==> src/rtl/sdram_arb_pkg.sv <==
// sdram_arb_pkg
//   Shared encodings for the sdram request arbiter: FSM state codes, the
//   latched operation code, default bus widths and the round-robin pointer
//   increment helper.
//   No ports; imported by the interface, the top and the picker.
package sdram_arb_pkg;

    typedef logic [1:0] arb_state_t;

    localparam logic [1:0] ST_IDLE    = 2'd0;
    localparam logic [1:0] ST_BUSY    = 2'd1;
    localparam logic [1:0] ST_RELEASE = 2'd2;

    typedef logic arb_op_t;

    localparam logic OP_RD = 1'b0;
    localparam logic OP_WR = 1'b1;

    localparam int ARB_DEF_AW = 24;
    localparam int ARB_DEF_DW = 16;

    // Next round-robin start position after port idx was served, wrapping at n.
    function automatic int rr_next(input int idx, input int n);
        return (idx + 1 >= n) ? 0 : idx + 1;
    endfunction

endpackage

==> src/rtl/sdram_req_arbiter_if.sv <==
// sdram_req_arbiter_if
//   Bundles every bus signal around the arbiter: the NREQ requester ports
//   (s_*), the status outputs (grant, busy) and the single sdram port (m_*).
//   Modports:
//     slave  - the arbiter itself: serves requesters, drives the sdram port
//     master - the surroundings: requesters plus the sdram controller
//   Signals:
//     s_read_req/s_write_req [NREQ]    level requests, held until s_ack
//     s_address [NREQ*AW], s_data_in [NREQ*DW]   port i at [i*W +: W]
//     s_ack [NREQ], s_data_out [DW], s_err       completion to the winner
//     grant [NREQ], busy                         current owner / activity
//     m_address, m_data_in, m_read_req, m_write_req   to sdram
//     m_read_ack, m_write_ack, m_data_out             from sdram
interface sdram_req_arbiter_if
    import sdram_arb_pkg::*;
#(
    parameter int NREQ = 3,
    parameter int AW   = ARB_DEF_AW,
    parameter int DW   = ARB_DEF_DW
);
    logic [NREQ-1:0]    s_read_req;
    logic [NREQ-1:0]    s_write_req;
    logic [NREQ*AW-1:0] s_address;
    logic [NREQ*DW-1:0] s_data_in;
    logic [NREQ-1:0]    s_ack;
    logic [DW-1:0]      s_data_out;
    logic               s_err;
    logic [NREQ-1:0]    grant;
    logic               busy;
    logic [AW-1:0]      m_address;
    logic [DW-1:0]      m_data_in;
    logic               m_read_req;
    logic               m_write_req;
    logic               m_read_ack;
    logic               m_write_ack;
    logic [DW-1:0]      m_data_out;

    modport slave (
        input  s_read_req, s_write_req, s_address, s_data_in,
               m_read_ack, m_write_ack, m_data_out,
        output s_ack, s_data_out, s_err, grant, busy,
               m_address, m_data_in, m_read_req, m_write_req
    );

    modport master (
        output s_read_req, s_write_req, s_address, s_data_in,
               m_read_ack, m_write_ack, m_data_out,
        input  s_ack, s_data_out, s_err, grant, busy,
               m_address, m_data_in, m_read_req, m_write_req
    );

endinterface

==> src/rtl/rr_pick.sv <==
// rr_pick
//   Combinational round-robin selector. Searches pending starting at ptr,
//   then ptr+1, ... modulo NREQ, and returns the first pending port.
//   Ports:
//     pending     in  NREQ  per-port request (read or write)
//     ptr         in  PW    search start position, 0..NREQ-1
//     win         out NREQ  one-hot winner, 0 when nothing pending
//     any_pending out 1     at least one port pending
module rr_pick
    import sdram_arb_pkg::*;
#(
    parameter int NREQ = 3,
    parameter int PW   = $clog2(NREQ)
) (
    input  logic [NREQ-1:0] pending,
    input  logic [PW-1:0]   ptr,
    output logic [NREQ-1:0] win,
    output logic            any_pending
);

    logic [PW-1:0] idx;
    logic          found;

    always_comb begin
        win         = '0;
        any_pending = |pending;
        found       = 1'b0;
        idx         = '0;
        for (int off = 0; off < NREQ; off++) begin
            idx = PW'((int'(ptr) + off) % NREQ);
            if (!found && pending[idx]) begin
                win[idx] = 1'b1;
                found    = 1'b1;
            end
        end
    end

endmodule

==> src/rtl/sdram_req_arbiter.sv <==
// sdram_req_arbiter
//   Round-robin arbiter sharing the single-word sdram req/ack port between
//   NREQ requesters. Latches the winner's address, data and op, drives the
//   sdram port, and returns ack (and read data) to the winner only.
//   Ports:
//     sys_clk  in  clock, rising edge
//     sys_rst  in  asynchronous active-high reset
//     bus      sdram_req_arbiter_if.slave - requester ports, grant/busy and
//              the sdram port (see the interface file)
//   Parameters: NREQ (2..8), AW, DW, TIMEOUT (0 disables forced release).
module sdram_req_arbiter
    import sdram_arb_pkg::*;
#(
    parameter int NREQ    = 3,
    parameter int AW      = ARB_DEF_AW,
    parameter int DW      = ARB_DEF_DW,
    parameter int TIMEOUT = 4095
) (
    input  logic                sys_clk,
    input  logic                sys_rst,
    sdram_req_arbiter_if.slave  bus
);

    localparam int PW = $clog2(NREQ);
    localparam int CW = (TIMEOUT > 0) ? $clog2(TIMEOUT + 1) : 1;
    localparam logic [CW-1:0] TO_LIMIT = CW'(TIMEOUT);

    arb_state_t      state_q,  state_d;
    logic [PW-1:0]   ptr_q,    ptr_d;
    logic [CW-1:0]   cnt_q,    cnt_d;
    logic [NREQ-1:0] grant_q,  grant_d;
    arb_op_t         op_q,     op_d;
    logic [AW-1:0]   addr_q,   addr_d;
    logic [DW-1:0]   wdata_q,  wdata_d;
    logic            rd_req_q, rd_req_d;
    logic            wr_req_q, wr_req_d;
    logic [NREQ-1:0] ack_q,    ack_d;
    logic            err_q,    err_d;
    logic [DW-1:0]   rdata_q,  rdata_d;

    logic [NREQ-1:0] pending;
    logic [NREQ-1:0] win;
    logic            any_pending;
    logic [PW-1:0]   win_idx;
    logic [PW-1:0]   ptr_next;
    logic [CW-1:0]   cnt_inc;
    logic            ack_hit;
    logic            timeout_hit;

    assign pending = bus.s_read_req | bus.s_write_req;

    rr_pick #(
        .NREQ (NREQ),
        .PW   (PW)
    ) u_rr_pick (
        .pending     (pending),
        .ptr         (ptr_q),
        .win         (win),
        .any_pending (any_pending)
    );

    // Index of the current owner; grant_q is one-hot while BUSY/RELEASE.
    always_comb begin
        win_idx = '0;
        for (int i = 0; i < NREQ; i++) begin
            if (grant_q[i]) begin
                win_idx = PW'(i);
            end
        end
    end

    assign ptr_next    = PW'(rr_next(int'(win_idx), NREQ));
    assign cnt_inc     = cnt_q + CW'(1);
    // Only the ack matching the latched op completes; the other is ignored.
    assign ack_hit     = (op_q == OP_WR) ? bus.m_write_ack : bus.m_read_ack;
    // cnt_inc hits TIMEOUT on the TIMEOUT-th BUSY cycle, so the sdram request
    // stays up for exactly TIMEOUT cycles. A real ack in that cycle wins.
    assign timeout_hit = (TIMEOUT != 0) && (cnt_inc == TO_LIMIT);

    always_comb begin
        state_d  = state_q;
        ptr_d    = ptr_q;
        cnt_d    = cnt_q;
        grant_d  = grant_q;
        op_d     = op_q;
        addr_d   = addr_q;
        wdata_d  = wdata_q;
        rd_req_d = rd_req_q;
        wr_req_d = wr_req_q;
        ack_d    = '0;
        err_d    = 1'b0;
        rdata_d  = rdata_q;

        case (state_q)
            ST_IDLE: begin
                cnt_d = '0;
                if (any_pending) begin
                    // Write takes precedence when a port raises both requests.
                    for (int i = 0; i < NREQ; i++) begin
                        if (win[i]) begin
                            addr_d  = bus.s_address[i*AW +: AW];
                            wdata_d = bus.s_data_in[i*DW +: DW];
                            op_d    = bus.s_write_req[i] ? OP_WR : OP_RD;
                        end
                    end
                    grant_d  = win;
                    rd_req_d = ~op_d;
                    wr_req_d = op_d;
                    state_d  = ST_BUSY;
                end
            end

            ST_BUSY: begin
                cnt_d = cnt_inc;
                if (ack_hit) begin
                    rd_req_d = 1'b0;
                    wr_req_d = 1'b0;
                    ack_d    = grant_q;
                    if (op_q == OP_RD) begin
                        rdata_d = bus.m_data_out;
                    end
                    ptr_d   = ptr_next;
                    state_d = ST_RELEASE;
                end else if (timeout_hit) begin
                    rd_req_d = 1'b0;
                    wr_req_d = 1'b0;
                    ack_d    = grant_q;
                    err_d    = 1'b1;
                    ptr_d    = ptr_next;
                    state_d  = ST_RELEASE;
                end
            end

            ST_RELEASE: begin
                // Staying here at least one cycle lets the winner drop its
                // request before IDLE samples again.
                if (!bus.m_read_ack && !bus.m_write_ack) begin
                    grant_d = '0;
                    cnt_d   = '0;
                    state_d = ST_IDLE;
                end
            end

            default: begin
                state_d  = ST_IDLE;
                grant_d  = '0;
                rd_req_d = 1'b0;
                wr_req_d = 1'b0;
            end
        endcase
    end

    // Async reset also drops the sdram request immediately; the controller
    // must tolerate an abandoned transfer.
    always_ff @(posedge sys_clk or posedge sys_rst) begin
        if (sys_rst) begin
            state_q  <= ST_IDLE;
            ptr_q    <= '0;
            cnt_q    <= '0;
            grant_q  <= '0;
            op_q     <= OP_RD;
            addr_q   <= '0;
            wdata_q  <= '0;
            rd_req_q <= 1'b0;
            wr_req_q <= 1'b0;
            ack_q    <= '0;
            err_q    <= 1'b0;
            rdata_q  <= '0;
        end else begin
            state_q  <= state_d;
            ptr_q    <= ptr_d;
            cnt_q    <= cnt_d;
            grant_q  <= grant_d;
            op_q     <= op_d;
            addr_q   <= addr_d;
            wdata_q  <= wdata_d;
            rd_req_q <= rd_req_d;
            wr_req_q <= wr_req_d;
            ack_q    <= ack_d;
            err_q    <= err_d;
            rdata_q  <= rdata_d;
        end
    end

    assign bus.s_ack       = ack_q;
    assign bus.s_err       = err_q;
    assign bus.s_data_out  = rdata_q;
    assign bus.grant       = grant_q;
    assign bus.busy        = (state_q != ST_IDLE);
    assign bus.m_address   = addr_q;
    assign bus.m_data_in   = wdata_q;
    assign bus.m_read_req  = rd_req_q;
    assign bus.m_write_req = wr_req_q;

endmodule

==> src/flat_wrapper.sv <==
// flat-port wrapper written by rule: the top's interface ports become plain ports
module sdram_req_arbiter_flat import sdram_arb_pkg::*;
#(
    parameter int NREQ    = 3,
    parameter int AW      = ARB_DEF_AW,
    parameter int DW      = ARB_DEF_DW,
    parameter int TIMEOUT = 4095
)
  (sys_clk, sys_rst, bus_s_read_req, bus_s_write_req, bus_s_address, bus_s_data_in, bus_m_read_ack, bus_m_write_ack, bus_m_data_out, bus_s_ack, bus_s_data_out, bus_s_err, bus_grant, bus_busy, bus_m_address, bus_m_data_in, bus_m_read_req, bus_m_write_req);
  sdram_req_arbiter_if #(.NREQ(NREQ), .AW(AW), .DW(DW)) bus_i ();
  input  logic sys_clk;
  input  logic sys_rst;
  input wire logic [$bits(bus_i.s_read_req)-1:0] bus_s_read_req;
  input wire logic [$bits(bus_i.s_write_req)-1:0] bus_s_write_req;
  input wire logic [$bits(bus_i.s_address)-1:0] bus_s_address;
  input wire logic [$bits(bus_i.s_data_in)-1:0] bus_s_data_in;
  input wire logic [$bits(bus_i.m_read_ack)-1:0] bus_m_read_ack;
  input wire logic [$bits(bus_i.m_write_ack)-1:0] bus_m_write_ack;
  input wire logic [$bits(bus_i.m_data_out)-1:0] bus_m_data_out;
  output wire logic [$bits(bus_i.s_ack)-1:0] bus_s_ack;
  output wire logic [$bits(bus_i.s_data_out)-1:0] bus_s_data_out;
  output wire logic [$bits(bus_i.s_err)-1:0] bus_s_err;
  output wire logic [$bits(bus_i.grant)-1:0] bus_grant;
  output wire logic [$bits(bus_i.busy)-1:0] bus_busy;
  output wire logic [$bits(bus_i.m_address)-1:0] bus_m_address;
  output wire logic [$bits(bus_i.m_data_in)-1:0] bus_m_data_in;
  output wire logic [$bits(bus_i.m_read_req)-1:0] bus_m_read_req;
  output wire logic [$bits(bus_i.m_write_req)-1:0] bus_m_write_req;
  assign bus_i.s_read_req = bus_s_read_req;
  assign bus_i.s_write_req = bus_s_write_req;
  assign bus_i.s_address = bus_s_address;
  assign bus_i.s_data_in = bus_s_data_in;
  assign bus_i.m_read_ack = bus_m_read_ack;
  assign bus_i.m_write_ack = bus_m_write_ack;
  assign bus_i.m_data_out = bus_m_data_out;
  assign bus_s_ack = bus_i.s_ack;
  assign bus_s_data_out = bus_i.s_data_out;
  assign bus_s_err = bus_i.s_err;
  assign bus_grant = bus_i.grant;
  assign bus_busy = bus_i.busy;
  assign bus_m_address = bus_i.m_address;
  assign bus_m_data_in = bus_i.m_data_in;
  assign bus_m_read_req = bus_i.m_read_req;
  assign bus_m_write_req = bus_i.m_write_req;
  sdram_req_arbiter #(.NREQ(NREQ), .AW(AW), .DW(DW), .TIMEOUT(TIMEOUT)) u_core (.sys_clk(sys_clk), .sys_rst(sys_rst), .bus(bus_i));
endmodule
==> config.mk <==
export PLATFORM = sky130hd
export DESIGN_NAME = sdram_req_arbiter_flat
export DESIGN_NICKNAME = d
export VERILOG_FILES = /design/src/rtl/sdram_arb_pkg.sv /design/src/rtl/sdram_req_arbiter_if.sv /design/src/rtl/rr_pick.sv /design/src/rtl/sdram_req_arbiter.sv /design/src/flat_wrapper.sv
export SDC_FILE = /design/constraint.sdc
export NUM_CORES = 1
export LEC_CHECK = 0
export ABC_AREA = 1
export CAP_MARGIN = 10
export CORE_MARGIN = 2
export CORE_UTILIZATION = 35
export DETAILED_ROUTE_END_ITERATION = 16
export PLACE_DENSITY = 0.74
export SYNTH_ARGS = -nofsm -noshare
export SYNTH_HDL_FRONTEND = slang
export SYNTH_HIERARCHICAL = 1
export SYNTH_SLANG_ARGS = --single-unit
==> constraint.sdc <==
create_clock -name sys_clk -period 3 [get_ports sys_clk]
set_input_delay 0.9 -clock sys_clk [delete_from_list [all_inputs] [get_ports sys_clk]]
set_output_delay 0.9 -clock sys_clk [all_outputs]
set_load 0.02 [all_outputs]
==> results of run 1 <==
==> metal layers <==
layer	global-route usage [%]	share of wire, %
met1	23.42	41
met2	35.94	49
met3	6.008	7.8
met4	7.380	2.3
met5	0	0
==> path summary, 6_finish.rpt <==
path	start	to	slack, ps	cells past startpoint
worst max-delay path	bus_s_write_req[2]	u_core/bus.m_data_in[2]$_DFFE_PP0P_	70	13
worst min-delay path	u_core/bus.m_address[4]$_DFFE_PP0P_	u_core/bus.m_address[4]$_DFFE_PP0P_	490	2
worst max register to register	u_core/ptr_q[0]$_DFFE_PP0P_	u_core/bus.m_data_in[2]$_DFFE_PP0P_	330	14
worst min register to register	u_core/bus.m_address[4]$_DFFE_PP0P_	u_core/bus.m_address[4]$_DFFE_PP0P_	490	2
max in group asynchronous	sys_rst	u_core/bus.m_data_in[9]$_DFFE_PP0P_	1630	3
min in group asynchronous	sys_rst	u_core/bus.s_data_out[0]$_DFFE_PP0P_	1050	3
==> stage by stage <==
stage | worst slack (ps) | instances
5_1_grt | -21.64 | 974
3_3_place_gp | -222.0 | 956
4_1_cts | 15.57 | 972
2_1_floorplan | 338.8 | 580
3_5_place_dp | -350.7 | 956
6_report | 74.25 | 974
==> layout by cell type, fill, tap and decap left out, drive strengths merged <==
| cell | instances |
|---|---|
| clkbuf | 12 |
| nand4 | 4 |
| nor3 | 1 |
| o211ai | 40 |
| nand2 | 193 |
| a21oi | 5 |
| a211oi | 1 |
| ha | 6 |
| or2 | 4 |
| dfrtp | 82 |
| o22ai | 8 |
| xor2 | 1 |
| buf | 28 |
| clkdlybuf4s50 | 211 |
| nor2 | 24 |
| nand3b | 2 |
| o21ai | 54 |
| clkinvlp | 1 |
| clkinv | 3 |
| inv | 44 |
| nand3 | 62 |
| mux2 | 16 |
==> report_power, final <==
group	total, mW	internal, mW	switching (mW)
Combinational	6.23	2.63	3.60
Sequential	1.86	1.60	0.259
Clock	0.999	0.597	0.402
Total	9.09	4.83	4.26
==> Yosys cell counts <==
cell / n / area share, %
mux2_2: 16 / 4.0
o21ai_1: 7 / 0.77
buf_4: 1 / 0.17
ha_1: 6 / 1.7
nand4_1: 4 / 0.55
nor3_2: 1 / 0.22
o22ai_1: 8 / 1.1
or2_2: 4 / 0.55
inv_1: 42 / 3.5
nand2_2: 4 / 0.55
nor2_2: 6 / 0.83
nand3b_1: 2 / 0.33
a211oi_1: 1 / 0.17
a21oi_1: 4 / 0.44
nor2_1: 17 / 1.4
nor2_4: 1 / 0.25
buf_1: 1 / 0.083
buf_2: 5 / 0.55
clkbuf_1: 25 / 2.1
inv_2: 3 / 0.25
nand2_1: 187 / 16
o21ai_0: 47 / 5.2
nand2_4: 2 / 0.50
a21oi_4: 1 / 0.36
xor2_1: 1 / 0.19
dfrtp_1: 82 / 45
nand3_1: 62 / 6.9
o211ai_1: 40 / 6.6
==> cell families (layout without fill, tap and decap cells) <==
family / after synthesis / count (layout) / share of synthesized area [%]
fa+ha+maj: 6 / 6 / 1.658
simple gates: 290 / 290 / 27.56
flops: 82 / 82 / 45.33
compound gates: 108 / 108 / 14.68
buf+inv: 77 / 299 / 6.606
xor+xnor: 1 / 1 / 0.1935
mux: 16 / 16 / 3.980
==> worst max-delay path, delay by kind of cell <==
family / cells / cell delay, ps
buf+inv: 5 / 1190
simple gates: 6 / 770
compound gates: 2 / 260
==> sequential cells by signal, summed over array words and instances (netlist names) <==
register                count
u_core/bus.grant            3
u_core/bus.s_data_out      16
u_core/bus.m_write_req      1
u_core/cnt_q               12
u_core/state_q              2
u_core/bus.s_err            1
u_core/op_q                 1
u_core/bus.m_address       24
u_core/bus.s_ack            3
u_core/ptr_q                2
u_core/bus.m_read_req       1
u_core/bus.m_data_in       16
==> repair_timing <==
action / CTS / global route
pin swaps: 1 / 5
endpoints found under the setup margin: 3 / 42
resized for setup: 1 / 10
buffers inserted: 1 / 2
==> final cells by class <==
cell class,instances,area (µm²)
clock inverters,3,15.01
multi-input cells,421,2226
flip-flops and latches,82,2052
repair buffers,239,2389
well taps,172,215.2
clock buffers,12,256.5
inverters,45,172.7
fillers,1135,5294
==> impl_results.md, run 1 <==
* Status: completed
* # DRC at 0
* Worst-path clk slew at 60 ps
* Fraction of layout cells with a size suffix above 1 at 10.85%
* Num ports at 212
* Tmin final at 2926 ps
* Gr usage total at 20.40%
* Seq/Total Area, Yosys at 45.33%
* Antenna violations before repair at 0
* Initial Util at 35.87%
* Peak supply drop at 955.7 µV
* Syn_area_per_cell at 7.805 µm²
* Leak Pwr at 3.296 nW
* Tot Pwr at 9.092 mW
* CTS Hold Bufs at 0
* Final hold violation count at 0
* Setup TNS at 0 ps
* Nets at 950
* CP startpoint kind: primary input
* Clock Latency Late Sink at 320 ps
* Period utilisation layout at 97.52%
* Die width at 117.7 µm
* Synth Register Bits at 82
* Via count of the first global-routing pass at 4902
* Syn-to-layout area delta at 61.83%
* Clock Skew at 6.883 ps
* Largest net degree at the start of global routing at 83
* Final HPWL DP at 10760 µm
* Routed vias at 4811
* Fmax at 341.8 MHz
* Vias per cell at 4.939
* Ant. Diodes at 0
* Root Driver: clkbuf_16
* TritonCTS clock tree: built
* Cell area after layout at 7326 µm²
* HP Class: reg -> reg
* First-pass GRT wire length at 23140 µm
* Netlist cell types at 28
* DR pass1 iterations at 4
* Total core area at 12620 µm²
* Clock Tree Buf Depth at 2
* Site Rows at 41
* Finished Core Util at 58.05%
* Power Density at 1241 nW/µm²
* Critical path arrival at 3130 ps
* Synth warn at 6
* H-tree Lvls at 3
* Clock sink total at 82
* Gr ovfl total at 0
* Required @ worst endpoint at 3200 ps
* Gp weighted congestion at 0.8206
* Crit path max fanout at 13
* Cell Area, Synth at 4527 µm²
* Cells after Synth at 580
* Kind of critical path: in -> reg
* Post-synth net total at 732
* Largest stage delay on the critical path at 500 ps
* WL/cell at 14.40 µm
* DRT Wirelength at 14020 µm
* Crit path cell chain: clkdlybuf4s50_1 > or2_4 > inv_1 > o21ai_2 > nand2_2 > buf_4 > nand3b_1 > nand3b_1 > inv_2 > buf_4 > nand3_1 > o211ai_1 > nand2_1
* Final setup vio count at 0
* Placed inst area at 6992 µm²
* Max-slew violation count at 0
* Min Hold Slack at 487.2 ps
* Num CTS Buffers at 9
* Critical-path top delay cell: clkdlybuf4s50_1
* I/O Buffers at 211
* Worst-Margin Slew at 641.1 ps
* Setup crit end kind: flip-flop
* Relative slew slack at 57.15%
* DR iter-0 viols at 242
* Max-cap check violation count at 0
* Die H at 117.7 µm
* DIE AREA at 13860 µm²
* Routed Antenna Nets at 0
Note: power is estimated with default switching activity, not from simulation.
==> inputs of run 2 (changes only) <==
PLACE_DENSITY = 0.73   (was 0.74)
==> impl_results.md, run 2 (synthesis results as in run 1) <==
* Critical path arrival at 3040 ps (-90 ps)
* Setup crit end kind: flip-flop
* Num ports at 212 (unchanged)
* Tmin final at 2824 ps (-101.9 ps)
* Largest stage delay on the critical path at 490 ps (about the same)
* Ant. Diodes at 0 (unchanged)
* Clock sink total at 82 (unchanged)
* CP startpoint kind: primary input
* Max-cap check violation count at 0 (unchanged)
* H-tree Lvls at 3 (unchanged)
* Fmax at 354.1 MHz (+3.6%)
* Cell family with most CP delay: buffers and inverters
* Largest register FFs at 24 (unchanged)
* Largest net degree at the start of global routing at 83 (unchanged)
* DIE AREA at 13860 µm² (unchanged)
* Die H at 117.7 µm (unchanged)
* Routed vias at 4850 (+0.81%)
* Crit path cell chain: clkdlybuf4s50_1 > or2_4 > inv_1 > o21ai_1 > nand2_1 > buf_4 > nand3b_1 > nand3b_1 > inv_2 > buf_12 > nand3_1 > o211ai_1 > nand2_1
* Period utilisation layout at 94.13% (-3.4 points)
* Antenna violations before repair at 0 (unchanged)
* HP Class: reg -> reg
* Cell area after layout at 7338 µm² (+0.17%)
* Gr ovfl total at 0 (unchanged)
* Final HPWL DP at 11080 µm (+2.9%)
* Gp weighted congestion at 0.8173 (-0.40%)
* DRT Wirelength at 14390 µm (+2.6%)
* Clock Skew at 5.269 ps (-1.614 ps)
* R2R Path Start: u_core/ptr_q[0]$_DFFE_PP0P_
* Die width at 117.7 µm (unchanged)
* First-pass GRT wire length at 23830 µm (+3.0%)
* Most common cell after layout, fill and taps aside: clkdlybuf4s50_1
* Power Density at 1251 nW/µm² (+0.79%)
* Critical-path top delay cell: clkdlybuf4s50_1
* Most frequent cells in the layout: clkdlybuf4s50_1, nand2_1, dfrtp_1
* Crit path max fanout at 33 (+20)
* Non-filler instance count after layout at 973 (-0.10%)
* Required @ worst endpoint at 3210 ps (about the same)
* Placed Cells at 957 (+0.10%)
* Finished Core Util at 58.15% (+0.099 points)
* Fraction of layout cells with a size suffix above 1 at 10.74% (-0.11 points)
* Relative slew slack at 56.49% (-0.66 points)
* TritonCTS clock tree: built
* Num CTS Buffers at 9 (unchanged)
* Site Rows at 41 (unchanged)
* WL/cell at 14.79 µm (+2.7%)
* DR iter-0 viols at 209 (-14%)
* Peak supply drop at 715.4 µV (-25%)
* Routed Antenna Nets at 0 (unchanged)
* HP Start: u_core/bus.m_address[1]$_DFFE_PP0P_
* Clock Latency Late Sink at 330 ps (about the same)
* Nets at 948 (-0.21%)
* Via count of the first global-routing pass at 4950 (+0.98%)
* Max-slew violation count at 0 (unchanged)
* Worst-Margin Slew at 651.0 ps (+9.889 ps)
* Clock Tree Buf Depth at 2 (unchanged)
* Worst-path clk slew at 60 ps (about the same)
* CP Buf/Inv Count at 5 (unchanged)
* RSZ-0062 raised after global routing: no
* DR pass1 iterations at 4 (unchanged)
* Vias per cell at 4.985 (+0.91%)
* Kind of critical path: in -> reg
* Gr usage total at 21.16% (+0.76 points)
* Status: completed
* Syn-to-layout area delta at 62.11%
* CP startpoint: bus_s_write_req[2]
* Leak Pwr at 3.300 nW (+0.11%)
* Placed inst area at 7012 µm² (+0.29%)
* Final setup vio count at 0 (unchanged)
* Postcts setup bufs at 0 (-1)
* Total core area at 12620 µm² (unchanged)
* I/O Buffers at 211 (unchanged)
* Root Driver: clkbuf_16
* # DRC at 0 (unchanged)
* Final hold violation count at 0 (unchanged)
* Initial Util at 35.87% (unchanged)
[run 2: layer usage]
layer  vias up  GRT usage, %  routed length, µm
met5         -             0                  0
met3        20         6.298               1182
li1       2366             -                  -
met1      2266         24.77               5832
met4         0         6.702                267
met2       198         37.10               7107
[run 2: cell type report]
cell class,count,area (µm²)
fill,1148,5281
timing repair buffer,237,2386
multi-input combinational,421,2227
sequential,82,2052
clock buffer,9,225.2
tap,172,215.2
inverter,45,172.7
clock inverter,7,60.06
[run 2: final timing paths]
check	slack (ps)	endpoint	cells past startpoint
worst max register to register	400	u_core/bus.m_address[8]$_DFFE_PP0P_	14
worst max-delay path	180	u_core/bus.m_address[8]$_DFFE_PP0P_	13
max in group asynchronous	1610	u_core/bus.m_address[16]$_DFFE_PP0P_	3
worst min register to register	490	u_core/bus.m_address[1]$_DFFE_PP0P_	2
worst min-delay path	490	u_core/bus.m_address[1]$_DFFE_PP0P_	2
min in group asynchronous	1060	u_core/bus.s_data_out[7]$_DFFE_PP0P_	3
[run 2: stage by stage]
| stage | hold slack, ps | setup TNS [ps] | power (mW) | worst slack (ps) |
|---|---|---|---|---|
| floorplan | 488.5 | 0 | 5.476 | 338.8 |
| global placement | 473.7 | -5812 | 7.897 | -164.3 |
| detailed placement | 475.9 | -10350 | 8.086 | -293.9 |
| CTS | 490.1 | 0 | 9.168 | 55.40 |
| global route | 516.3 | 0 | 9.984 | 8.881 |
| finish | 488.8 | 0 | 9.179 | 176.2 |
[run 2: repair_timing]
item	4_1_cts	5_1_grt
resized for setup	0	11
hold buffers	0	0
setup endpoints to repair	0	42
[run 2: where the power goes]
group          internal [mW]  leakage, nW  total (mW)  switching (mW)
sequential              1.60         1.04        1.88           0.274
clock                  0.635        0.149        1.06           0.420
combinational           2.62         2.12        6.25            3.62
[run 2: tightest hold or removal path, stage by stage, from the launching register on]
cell and delay, ps:
dfrtp_1 340, o21ai_1 60, nand2_1 60
==> inputs of run 3 (changes only) <==
CORE_MARGIN = 3   (was 2)
CORE_UTILIZATION = 30   (was 35)
PLACE_DENSITY = not set   (was 0.73)
==> impl_results.md, run 3 (synthesis results as in run 1) <==
* Status: completed
* Crit path max fanout at 19 (-42%)
* R2R Path Start: u_core/ptr_q[0]$_DFFE_PP0P_
* Tmin final at 2893 ps (+68.73 ps)
* Power Density at 1279 nW/µm² (+2.2%)
* Die width at 128.8 µm (+9.4%)
* Peak supply drop at 753.1 µV (+5.3%)
* Clock Tree Buf Depth at 2 (unchanged)
* Critical path arrival at 3170 ps (+130 ps)
* Most common cell after layout, fill and taps aside: clkdlybuf4s50_1
* Max-cap check violation count at 0 (unchanged)
* Critical Path End: u_core/bus.m_data_in[2]$_DFFE_PP0P_
* CTS Hold Bufs at 0 (unchanged)
* DR pass1 iterations at 4 (unchanged)
* Ant. Diodes at 0 (unchanged)
* Final setup vio count at 0 (unchanged)
* Final setup margin at 107.4 ps (-68.73 ps)
* Relative slew slack at 58.64% (+2.1 points)
* Final hold violation count at 0 (unchanged)
* Clock Latency Late Sink at 330 ps (about the same)
* Die H at 128.8 µm (+9.4%)
* Via count of the first global-routing pass at 4878 (-1.5%)
* Antenna violations before repair at 0 (unchanged)
* Num CTS Buffers at 9 (unchanged)
* Num ports at 212 (unchanged)
* Worst-Margin Slew at 619.1 ps (-31.91 ps)
* Largest register FFs at 24 (unchanged)
* DR iter-0 viols at 178 (-15%)
* Most frequent cells in the layout: clkdlybuf4s50_1, nand2_1, dfrtp_1
* H-tree Lvls at 3 (unchanged)
* Setup TNS at 0 ps (unchanged)
* TritonCTS clock tree: built
* Worst slack, placed at -376.5 ps (-82.59 ps)
* Largest net degree at the start of global routing at 44 (-47%)
* Register area at 2052 µm² (unchanged)
* Fraction of layout cells with a size suffix above 1 at 10.81% (+0.071 points)
* First-pass GRT wire length at 23740 µm (-0.35%)
* Nets at 953 (+0.53%)
* Clock sink total at 82 (unchanged)
* I/O Buffers at 211 (unchanged)
* Syn-to-layout area delta at 64.54%
* Routed vias at 4768 (-1.7%)
* Period utilisation layout at 96.42% (+2.3 points)
* Final HPWL DP at 11360 µm (+2.6%)
* # fillers at 1360 (+18%)
* Worst-path clk slew at 60 ps (about the same)
* Setup crit end kind: flip-flop
* DIE AREA at 16600 µm² (+20%)
* R2R depth at 15 (+1)
* Root Driver: clkbuf_16
* Routed Antenna Nets at 0 (unchanged)
* Max-slew violation count at 0 (unchanged)
* Gr usage total at 17.97% (-3.2 points)
* Clock Skew at 5.033 ps (-0.2360 ps)
* Gr ovfl total at 0 (unchanged)
* Required @ worst endpoint at 3280 ps (+70 ps)
* WL/cell at 14.99 µm (+1.4%)
* Finished Core Util at 50.86% (-7.3 points)
* Site Rows at 44 (+7.3%)
* HP Class: reg -> reg
* Leak Pwr at 3.353 nW (+1.6%)
* Vias per cell at 4.821 (-3.3%)
* # DRC at 0 (unchanged)
* Initial Util at 30.91% (-5.0 points)
* Fmax at 345.7 MHz (-2.4%)
* DRT Wirelength at 14820 µm (+3.0%)
* Multi-input gate area at 2217 µm² (-0.45%)
* R2r setup slk at 380 ps (-20 ps)
* Gp weighted congestion at 0.8771 (+7.3%)
* Total core area at 14640 µm² (+16%)
* Kind of critical path: in -> reg
* Worst reg2reg path endpoint: u_core/bus.m_address[18]$_DFFE_PP0P_
* CP startpoint kind: primary input
* CP startpoint: bus_s_write_req[0]
## run 3: how the worst min path moves through the flow
stage | startpoint | slack (ps) | depth (start not counted) | endpoint
2_1_floorplan | u_core/op_q$_DFFE_PP0P_ | 490 | 2 | u_core/op_q$_DFFE_PP0P_
3_3_place_gp | u_core/bus.m_address[5]$_DFFE_PP0P_ | 480 | 2 | u_core/bus.m_address[5]$_DFFE_PP0P_
3_5_place_dp | u_core/bus.m_address[5]$_DFFE_PP0P_ | 480 | 2 | u_core/bus.m_address[5]$_DFFE_PP0P_
4_1_cts | u_core/bus.m_address[5]$_DFFE_PP0P_ | 490 | 2 | u_core/bus.m_address[5]$_DFFE_PP0P_
5_1_grt | u_core/bus.m_address[5]$_DFFE_PP0P_ | 520 | 2 | u_core/bus.m_address[5]$_DFFE_PP0P_
6_report | u_core/bus.m_address[5]$_DFFE_PP0P_ | 490 | 2 | u_core/bus.m_address[5]$_DFFE_PP0P_
## run 3: critical path: stages
cell             delay (ps)
clkdlybuf4s50_1         420
or2_4                   270
nand2_2                  80
nand2_2                  60
a21oi_4                 240
nand3b_1                140
nand3b_1                240
nor3_4                   70
buf_12                  130
nor2_2                  140
buf_12                  170
buf_12                  150
o211ai_1                100
nand2_1                  70
## run 3: where the power goes
part	total, mW	internal, mW	leakage, nW	switching (mW)
logic	6.58	2.85	2.18	3.73
registers	1.86	1.60	1.04	0.256
clock network	1.08	0.664	0.136	0.417
total	9.52	5.12	3.35	4.40
## run 3: cell type report
type	count	share of cell area, %
inverters	45	2.352
clock inverters	2	0.5039
clock buffers	13	3.360
well taps	184	3.091
multi-input cells	421	29.77
flip-flops and latches	82	27.55
repair buffers	242	33.38
## run 3: metrics by stage
| stage | hold slack (ps) | area (µm²) | power [mW] | std cells |
|---|---|---|---|---|
| floorplan | 488.5 | 4531 | 5.476 | 580 |
| global placement | 475.8 | 7072 | 8.122 | 970 |
| finish | 490.1 | 7448 | 9.524 | 989 |
| global route | 521.2 | 7448 | 10.35 | 989 |
| detailed placement | 479.4 | 7072 | 8.234 | 970 |
| CTS | 494.6 | 7397 | 9.504 | 986 |
## run 3: per-layer routing
| layer | part of all wire (%) | track usage [%] | wire, µm |
|---|---|---|---|
| met1 | 40 | 21.38 | 5990 |
| met2 | 48 | 29.88 | 7126 |
| met3 | 9.0 | 5.853 | 1332 |
| met4 | 2.5 | 7.474 | 374 |
| met5 | 0 | 0 | 0 |
## run 3: repair_timing
item / in CTS / in global routing
gates resized for setup: 1 / 12
setup buffers: 0 / 3
pin swaps: 3 / 9
endpoints found under the setup margin: 3 / 42
gates cloned: 1 / 0
